<file path="config.mk">
export PLATFORM = sky130hd
export DESIGN_NAME = serial_subtractor
export DESIGN_NICKNAME = d
export VERILOG_FILES = /design/src/rtl/serial_subtractor_pkg.sv /design/src/rtl/full_subtractor.sv /design/src/rtl/serial_subtractor.sv
export SDC_FILE = /design/constraint.sdc
export NUM_CORES = 1
export LEC_CHECK = 0
export ABC_AREA = 0
export CAP_MARGIN = 15
export CORE_MARGIN = 2
export CORE_UTILIZATION = 44
export DETAILED_ROUTE_END_ITERATION = 10
export GPL_ROUTABILITY_DRIVEN = 0
export PLACE_DENSITY = 0.73
export SLEW_MARGIN = 40
export SYNTH_ARGS = -nofsm -noshare
export SYNTH_HDL_FRONTEND = slang
export SYNTH_SLANG_ARGS = --single-unit
</file>
<file path="constraint.sdc">
create_clock -name clk -period 1.25 [get_ports clk]
set_clock_uncertainty 0.05 [all_clocks]
set_input_delay 0.25 -clock clk [delete_from_list [all_inputs] [get_ports clk]]
set_output_delay 0.25 -clock clk [all_outputs]
set_load 0.01 [all_outputs]
</file>
<file path="src/rtl/serial_subtractor_pkg.sv">
// Shared constants for the serial subtractor and its companion ripple adder.
package serial_subtractor_pkg;

  localparam int unsigned DEFAULT_WIDTH = 4;

  typedef enum logic [1:0] {
    ST_IDLE = 2'd0,
    ST_RUN  = 2'd1,
    ST_DONE = 2'd2
  } state_e;

endpackage

</file>
<file path="src/rtl/full_subtractor.sv">
// Combinational 1-bit full subtractor cell: d = x - a - bin.
module full_subtractor (
  input  logic x,
  input  logic a,
  input  logic bin,
  output logic d,
  output logic bout
);

  assign d    = x ^ a ^ bin;
  assign bout = (~x & a) | (~(x ^ a) & bin);

endmodule

</file>
<file path="src/rtl/serial_subtractor.sv">
// Bit-serial unsigned subtractor Y = X - A, LSB first, with start/busy/done framing.
module serial_subtractor
  import serial_subtractor_pkg::*;
#(
  parameter int unsigned WIDTH = DEFAULT_WIDTH
) (
  input  logic             clk,
  input  logic             rst,
  input  logic             start,
  input  logic [WIDTH:0]   x,
  input  logic [WIDTH-1:0] a,
  output logic [WIDTH:0]   y,
  output logic             borrow,
  output logic             busy,
  output logic             done
);

  localparam int unsigned CW = $clog2(WIDTH + 1);

  state_e           state_q, state_d;
  logic [WIDTH:0]   x_q, x_d;
  logic [WIDTH:0]   a_q, a_d;
  logic [WIDTH-1:0] res_q, res_d;
  logic [CW-1:0]    cnt_q, cnt_d;
  logic             bin_q, bin_d;
  logic [WIDTH:0]   y_q, y_d;
  logic             borrow_q, borrow_d;
  logic             d, bout;

  full_subtractor u_cell (
    .x    (x_q[0]),
    .a    (a_q[0]),
    .bin  (bin_q),
    .d    (d),
    .bout (bout)
  );

  always_comb begin
    state_d  = state_q;
    x_d      = x_q;
    a_d      = a_q;
    res_d    = res_q;
    cnt_d    = cnt_q;
    bin_d    = bin_q;
    y_d      = y_q;
    borrow_d = borrow_q;

    unique case (state_q)
      ST_IDLE, ST_DONE: begin
        state_d = ST_IDLE;
        if (start) begin
          x_d     = x;
          a_d     = {1'b0, a};
          bin_d   = 1'b0;
          cnt_d   = '0;
          state_d = ST_RUN;
        end
      end
      ST_RUN: begin
        x_d   = x_q >> 1;
        a_d   = a_q >> 1;
        bin_d = bout;
        cnt_d = cnt_q + CW'(1);
        // Bits enter at the top so the first (LSB) bit lands at position 0.
        res_d = {d, res_q[WIDTH-1:1]};
        if (cnt_q == CW'(WIDTH)) begin
          y_d      = {d, res_q};
          borrow_d = bout;
          state_d  = ST_DONE;
        end
      end
      default: state_d = ST_IDLE;
    endcase
  end

  always_ff @(posedge clk) begin
    if (rst) begin
      state_q  <= ST_IDLE;
      x_q      <= '0;
      a_q      <= '0;
      res_q    <= '0;
      cnt_q    <= '0;
      bin_q    <= 1'b0;
      y_q      <= '0;
      borrow_q <= 1'b0;
    end else begin
      state_q  <= state_d;
      x_q      <= x_d;
      a_q      <= a_d;
      res_q    <= res_d;
      cnt_q    <= cnt_d;
      bin_q    <= bin_d;
      y_q      <= y_d;
      borrow_q <= borrow_d;
    end
  end

  assign y      = y_q;
  assign borrow = borrow_q;
  assign busy   = (state_q == ST_RUN);
  assign done   = (state_q == ST_DONE);

endmodule

</file>
==> key figures, run 1 <==
Synthesis
  – Cell taking the most area after synthesis: dfxtp_1
  – YS warnings: 0
  – Post-synthesis adder-cell area fraction: 4.34%
  – Share of synthesized area spent on multiplexers: 4.82%
  – Post-synthesis sequential area ratio: 48.2%
  – Number of flops mapped to enable cells by yosys: 0
  – Simple-gate share of the synthesized area: 24.6%
  – Number of different library cells in the post-synthesis netlist: 23
  – Net Count, Synth: 136
  – Combinational family with the most area after synthesis: simple AND/OR/NAND/NOR gates
  – Mapped Avg Cell Area: 8.58 um^2
  – Most common library cells after synthesis: nand2_1, dfxtp_1, nor2_1
  – Proportion of synthesized flip-flops having asynchronous set or reset: 0%
  – Cell count after synthesis: 121
  – Compound-cell area share of the yosys netlist: 11.2%
  – Area share of the largest cell type after synthesis: 48.2%
  – Most used flip-flop cell after synthesis: dfxtp_1
  – Main area contributors after synthesis: dfxtp_1, nand2_1, a311oi_1
  – Most numerous cell in the Yosys netlist: nand2_1
  – Number of storage elements in the synthesis netlist: 25
  – Post-synthesis share of cell area spent on xor and xnor gates: 0.843%
  – Post-synthesis cell area: 1040 um^2

Die
  – Initial cell density of the core: 46.9%
  – # rows: 17
  – Full die area: 2760 um^2
  – Die W: 52.6 um
  – Number of placed I/O pins: 20
  – Area of the core: 2210 um^2
  – Die Y: 52.6 um

Worst setup path
  – Cells along the critical path: and2b_2, buf_6
  – Data required time at the worst endpoint: 950 ps
  – Maximum fanout along the worst path: 3
  – Delay contributed by the slowest stage of the critical path: 390 ps
  – FF-to-FF End: state_q[0]$_SDFFE_PP0P_
  – Depth of the worst register-to-register path: 6
  – CP Data Arrival Time: 1040 ps
  – Type of destination of the critical path: output port
  – Kind of launch point of the worst setup path: flip-flop
  – Setup slack, reg-to-reg: -70 ps
  – Critical path buffers and inverters: 1
  – Start point of the critical path: state_q[0]$_SDFFE_PP0P_
  – Critical path's top delay family: flip-flops
  – R2r startpoint: state_q[0]$_SDFFE_PP0P_
  – Number of cells on the critical path: 2
  – Slowest stage cell on the critical path: dfxtp_4
  – Capturing element of the worst setup path: done
  – Kind of critical path: reg2out

Detailed routing
  – Average via count per standard cell: 5.07
  – Average wire per cell in the routed design: 12.1 um
  – Drt initial violations: 14
  – Remaining design rule violation count: 0
  – Remaining number of nets flagged by the antenna check after routing: 0
  – Number of optimization iterations in the first detailed-route pass: 4
  – Wire length reported by the detailed router: 2200 um
  – Vias: 922

Layout
  – Fraction of layout cells with a size suffix above 1: 28.6%
  – Final core utilization: 66.2%
  – Ant. Diodes: 0
  – Number of nets in the finished design: 170
  – Layout overhead on the synthesized area: 41.0%

CTS
  – TritonCTS buffer count: 3
  – Largest buffer count on any clock path: 2
  – Root Buffer: clkbuf_4
  – CTS tree: yes
  – TritonCTS Sinks: 25
  – Clock Latency Late Sink: 320 ps
  – Clock Pin Slew Worst Setup and Hold Paths: 130 ps
  – H-Tree Depth: 1

STA
  – Number of endpoints with negative hold slack in the final report: 0
  – Post-layout min period: 1340 ps
  – Endpoints failing setup: 6
  – Ratio of final minimum period to clock period: 107%
  – Final worst-path setup slack: -93.7 ps
  – Setup repair after global routing missed its margin: yes
  – Max Freq: 744 MHz
  – Total count of max-transition violations in the final report: 0
  – Slew at the pin closest to its max-slew limit: 232 ps
  – Rel. slew slack: 84.5%

Global routing
  – Maximum number of pins on one net before global-route repair: 26
  – First-pass GRT wire length: 3480 um
  – Number of global-route vias before repair: 846
  – Overall track demand over capacity in global routing: 17.2%
  – Antenna violations before repair: 0
  – Gr ovfl total: 0

Status
  – Violations in the final reports: negative setup slack
  – Result of the run: complete, but fails checks

Placed design
  – Dpl ws: -273 ps
  – Detailed Place HPWL: 1420 um
  – Input/output buffers: 19

Hold path
  – Hold Path Class: reg2reg

Pwr
  – Reported leakage power: 0.644 nW
  – Power per Cell Area: 1020 nW/um^2
  – Maximum ir drop on the vdd rail: 0.000763 V

Run
  – Max-cap violations: 0
worst register-to-register path: cells and delay by family (launching register included):
kind,cells,cell delay (ps)
flops,1,390
compound gates,1,110
buf+inv,3,410
simple gates,2,260
registers in the layout, summed over array words and instances, names as in the netlist:
register and cells:
x_q 5, y 5, a_q 4, res_q 4, cnt_q 3, state_q 2
bin_q 1, borrow 1
timing repair:
item / CTS / global route
pin swaps: 5 / 6
endpoints found under the setup margin: 19 / 18
resized for setup: 27 / 16
cloned: 1 / 0
hold buffers: 0 / 0
buffers inserted: 3 / 4
worst min path at each step:
stage	from	endpoint	slack, ps	depth (start not counted)
5_1_grt	borrow$_SDFFE_PP0P_	borrow$_SDFFE_PP0P_	430	2
4_1_cts	x[4]	x_q[4]$_SDFFE_PP0P_	410	3
6_report	borrow$_SDFFE_PP0P_	borrow$_SDFFE_PP0P_	410	2
2_1_floorplan	a[3]	a_q[3]$_SDFFE_PP0P_	340	2
3_3_place_gp	borrow$_SDFFE_PP0P_	borrow$_SDFFE_PP0P_	390	2
3_5_place_dp	borrow$_SDFFE_PP0P_	borrow$_SDFFE_PP0P_	400	2
per-layer routing:
metal / vias up / routed length, um / part of all wire [%] / GRT usage (%)
li1: 467 / - / - / -
met1: 426 / 963 / 44 / 20.2
met2: 24 / 1100 / 50 / 30.0
met3: 5 / 87 / 3.9 / 2.57
met4: 0 / 52 / 2.4 / 8.97
met5: - / 0 / 0 / 0
power breakdown:
| group | total [mW] | internal, mW | switching (mW) | leakage, nW |
|---|---|---|---|---|
| clock network | 0.354 | 0.125 | 0.229 | 0.0150 |
| logic | 0.275 | 0.146 | 0.130 | 0.423 |
| registers | 0.858 | 0.835 | 0.0232 | 0.206 |
| total | 1.49 | 1.11 | 0.382 | 0.644 |
cell families (layout without fill, tap and decap cells):
kind of cell	Yosys count	in the layout
AO/OA/AOI/OAI	18	18
XOR/XNOR	1	1
adder cells (fa/ha/maj)	3	3
buffers and inverters	13	45
flip-flops	25	25
multiplexers	5	5
AND/OR/NAND/NOR	56	57
cell type report:
| cell class | instances | area (um^2) |
|---|---|---|
| well taps | 28 | 35.0 |
| clock buffers | 4 | 26.3 |
| flip-flops and latches | 25 | 509 |
| multi-input cells | 84 | 543 |
| repair buffers | 36 | 332 |
| inverters | 5 | 18.8 |
| fillers | 197 | 748 |
metrics by stage:
stage	cell area, um^2	hold WS [ps]	setup TNS (ps)	instances	total power, mW
after floorplan	1050	336	0	121	1.00
after global placement	1320	393	-3120	170	1.09
after detailed placement	1320	399	-3400	170	1.10
after CTS	1400	406	-318	178	1.47
after global routing	1460	434	-672	182	1.55
final	1460	409	-215	182	1.49
layout by cell type (no fill, tap or decap), drive strengths merged, types with 2 or more instances in the layout:
cell | Yosys | final
inv | 4 | 5
nand2b | 2 | 2
and2b | 2 | 3
nor2 | 14 | 14
mux2i | 5 | 5
nand3 | 5 | 5
dfxtp | 25 | 25
a311oi | 7 | 7
ha | 2 | 2
buf | 4 | 19
clkdlybuf4s15 | 0 | 5
nand2 | 28 | 28
clkdlybuf4s50 | 0 | 11
clkbuf | 4 | 4
a21oi | 11 | 11
(Power assumes the default switching activity.)
==> run 2, diff against run 1 <==
--- a/config.mk
+++ b/config.mk
@@ -8,11 +8,11 @@
 export ABC_AREA = 0
 export CAP_MARGIN = 15
 export CORE_MARGIN = 2
-export CORE_UTILIZATION = 44
+export CORE_UTILIZATION = 45
 export DETAILED_ROUTE_END_ITERATION = 10
 export GPL_ROUTABILITY_DRIVEN = 0
-export PLACE_DENSITY = 0.73
-export SLEW_MARGIN = 40
+export PLACE_DENSITY = 0.74
 export SYNTH_ARGS = -nofsm -noshare
 export SYNTH_HDL_FRONTEND = slang
+export SYNTH_HIERARCHICAL = 1
 export SYNTH_SLANG_ARGS = --single-unit
==> key figures, run 2 <==
STA
  – Final worst-path setup slack: -61.5 ps (was -93.7 ps)
  – Slew at the pin closest to its max-slew limit: 209 ps (was 232 ps)
  – Rel. slew slack: 86.0% (was 84.5%)
  – Post-layout min period: 1310 ps (was 1340 ps)
  – Total count of max-transition violations in the final report: 0 (unchanged)
  – Setup repair after global routing missed its margin: yes (unchanged)
  – Ratio of final minimum period to clock period: 105% (was 107%)
  – Final total negative setup slack: -96.9 ps (was -215 ps)
  – Max Freq: 763 MHz (was 744 MHz)
  – Number of endpoints with negative hold slack in the final report: 0 (unchanged)
  – Endpoints failing setup: 2 (was 6)

Detailed routing
  – Vias: 897 (was 922)
  – Number of optimization iterations in the first detailed-route pass: 3 (was 4)
  – Average wire per cell in the routed design: 12.6 um (was 12.1 um)
  – Average via count per standard cell: 5.10 (was 5.07)
  – Remaining design rule violation count: 0 (unchanged)
  – Wire length reported by the detailed router: 2230 um (was 2200 um)
  – Drt initial violations: 18 (was 14)
  – Remaining number of nets flagged by the antenna check after routing: 0 (unchanged)

CTS
  – TritonCTS buffer count: 3 (unchanged)
  – Clock Latency Late Sink: 310 ps (was 320 ps)
  – H-Tree Depth: 1 (unchanged)
  – CTS Hold Bufs: 0 (unchanged)
  – TritonCTS Sinks: 25 (unchanged)
  – Root Buffer: clkbuf_4 (unchanged)
  – Largest buffer count on any clock path: 2 (unchanged)
  – CTS tree: yes (unchanged)
  – Clock Pin Slew Worst Setup and Hold Paths: 130 ps (about the same)

Layout
  – Number of nets in the finished design: 164 (was 170)
  – Fraction of layout cells with a size suffix above 1: 27.0% (was 28.6%)
  – Filler Cell Count: 203 (was 197)
  – Non-filler instance count after layout: 176 (was 182)
  – Final instance area: 1430 um^2 (was 1460 um^2)
  – Most frequent standard cell in the layout excluding fill and tap cells: nand2_1 (unchanged)
  – Ant. Diodes: 0 (unchanged)
  – Commonest cells after routing, fill and taps aside: nand2_1, dfxtp_1, nor2_1, clkdlybuf4s50_1, a21oi_1 (was nand2_1, dfxtp_1, buf_4, nor2_1, clkdlybuf4s50_1)
  – Final core utilization: 63.8% (was 66.2%)
  – Layout overhead on the synthesized area: 33.1% (was 41.0%)

Placed design
  – Detailed Place HPWL: 1430 um (was 1420 um)
  – Post-DP Area: 1310 um^2 (was 1320 um^2)
  – Instance count after placement with tap cells included: 170 (unchanged)
  – Input/output buffers: 19 (unchanged)

Pwr
  – Maximum ir drop on the vdd rail: 0.000739 V (was 0.000763 V)
  – Internal power consumption: 1.09 mW (was 1.11 mW)
  – Share of total power consumed by net switching: 26.3% (was 25.7%)
  – Relative contribution of combinational cells to total power: 18.1% (was 18.5%)
  – Power per Cell Area: 1040 nW/um^2 (was 1020 nW/um^2)
  – Reported leakage power: 0.631 nW (was 0.644 nW)
  – Part of the power in registers: 58.0% (was 57.7%)
  – Part of the total power dissipated in the clock network: 23.9% (was 23.8%)
  – Pwr Total: 1.48 mW (was 1.49 mW)
  – Net switching power: 0.391 mW (was 0.382 mW)

Synthesis
  – Mapped Avg Cell Area: 8.71 um^2 (was 8.58 um^2)
  – YS warnings: 6 (was 0)
  – Proportion of synthesized flip-flops having asynchronous set or reset: 0% (unchanged)
  – Net Count, Synth: 138 (was 136)
  – Number of different library cells in the post-synthesis netlist: 22 (was 23)
  – Cell taking the most area after synthesis: dfxtp_1 (unchanged)
  – Post-synthesis cell area: 1070 um^2 (was 1040 um^2)
  – Number of flops mapped to enable cells by yosys: 0 (unchanged)
  – Most used flip-flop cell after synthesis: dfxtp_1 (unchanged)
  – Number of storage elements in the synthesis netlist: 25 (unchanged)
  – Post-synthesis sequential area ratio: 46.7% (was 48.2%)
  – Most numerous cell in the Yosys netlist: nand2_1 (unchanged)
  – Area share of the largest cell type after synthesis: 46.7% (was 48.2%)
  – Cell count after synthesis: 123 (was 121)
  – Most common library cells after synthesis: nand2_1, dfxtp_1, nor2_1 (unchanged)
  – Main area contributors after synthesis: dfxtp_1, nand2_1, a311oi_1 (unchanged)

Die
  – Full die area: 2790 um^2 (was 2760 um^2)
  – Initial cell density of the core: 48.0% (was 46.9%)
  – # rows: 17 (unchanged)
  – Die Y: 52.8 um (was 52.6 um)
  – Die W: 52.8 um (was 52.6 um)
  – Area of the core: 2230 um^2 (was 2210 um^2)
  – Number of placed I/O pins: 20 (unchanged)

Status
  – Violations in the final reports: negative setup slack (unchanged)
  – Result of the run: complete, but fails checks (unchanged)

Worst setup path
  – Kind of launch point of the worst setup path: flip-flop (unchanged)
  – Maximum fanout along the worst path: 3 (unchanged)
  – Kind of critical path: reg2out (unchanged)
  – Delay contributed by the slowest stage of the critical path: 390 ps (about the same)
  – Data required time at the worst endpoint: 950 ps (about the same)
  – Slowest stage cell on the critical path: dfxtp_4 (unchanged)
  – Type of destination of the critical path: output port (unchanged)
  – Cells along the critical path: and2b_1, buf_2 (was and2b_2, buf_6)
  – CP Data Arrival Time: 1010 ps (was 1040 ps)

Global routing
  – First-pass GRT wire length: 3420 um (was 3480 um)
  – Overall track demand over capacity in global routing: 17.0% (was 17.2%)
  – Maximum number of pins on one net before global-route repair: 26 (unchanged)
  – Gr ovfl total: 0 (unchanged)
  – Number of global-route vias before repair: 736 (was 846)
  – Antenna violations before repair: 0 (unchanged)

Run
  – Max-cap violations: 0 (unchanged)

Hold path
  – Hold Path Class: in2reg (was reg2reg)
-- run 2: cell count changes in the layout (fill, tap and decap cells not counted), moves of 2 or more --
cell,delta
a311oi_2,+2
buf_4,-10
dfxtp_1,-2
dfxtp_2,+2
nand2_2,+2
-- run 2: metrics by stage --
| step | setup slack, ps | hold WS (ps) |
|---|---|---|
| global route | -87.7 | 435 |
| floorplan | 56.6 | 336 |
| detailed placement | -306 | 401 |
| global placement | -269 | 393 |
| finish | -61.5 | 415 |
| CTS | -224 | 419 |
-- run 2: logic make-up after synthesis --
group	count (synthesis)	share of synthesized area, %
AND/OR/NAND/NOR	55	22.5
adder cells (fa/ha/maj)	3	4.21
flip-flops	25	46.7
AO/OA/AOI/OAI	19	12.6
multiplexers	6	5.61
buffers and inverters	15	8.29
-- run 2: layout make-up --
type / instances / area (um^2) / area share [%]
Multi-Input combinational cell: 85 / 561 / 39.3
Timing Repair Buffer: 28 / 268 / 18.8
Sequential cell: 25 / 512 / 35.9
Inverter: 6 / 23.8 / 1.67
Tap cell: 28 / 35.0 / 2.46
Clock buffer: 4 / 26.3 / 1.84
-- run 2: path summary, 6_finish.rpt --
check	start	slack, ps	depth (start not counted)	endpoint
hold reg to reg	res_q[0]$_SDFFE_PP0P_	420	2	res_q[0]$_SDFFE_PP0P_
hold / removal	a[3]	410	3	a_q[3]$_SDFFE_PP0P_
setup / recovery	state_q[0]$_SDFFE_PP0P_	-60	2	done
setup reg to reg	state_q[0]$_SDFFE_PP0P_	20	4	a_q[0]$_SDFFE_PP0P_
-- run 2: power groups by stage --
stage                     Sequential [mW]  Clock, mW  Combinational [mW]
after floorplan                     0.871          0               0.153
after global placement              0.874          0               0.220
after detailed placement            0.874          0               0.223
after CTS                           0.858      0.360               0.235
after global routing                0.867      0.389               0.295
final                               0.861      0.355               0.268
-- run 2: routing by layer --
| metal | GRT usage, % | vias to the layer above | part of all wire [%] |
|---|---|---|---|
| met1 | 22.4 | 420 | 48 |
| met2 | 26.7 | 12 | 47 |
| met5 | 0 | - | 0 |
| met3 | 3.43 | 4 | 2.7 |
| met4 | 7.69 | 0 | 1.7 |
| li1 | - | 461 | - |
-- run 2: what timing repair did --
| action | CTS | global route |
|---|---|---|
| gates cloned | 1 | 1 |
| resized for setup | 19 | 28 |
| buffers inserted | 1 | 0 |
| hold endpoints to repair | 0 | 0 |
| endpoints found under the setup margin | 22 | 23 |
| pin swaps | 0 | 12 |
-- run 2: critical path, delay by kind of cell (launching register included) --
family                 cells  cell delay [ps]
flip-flops                 1              390
AND/OR/NAND/NOR            1              170
buffers and inverters      1              130
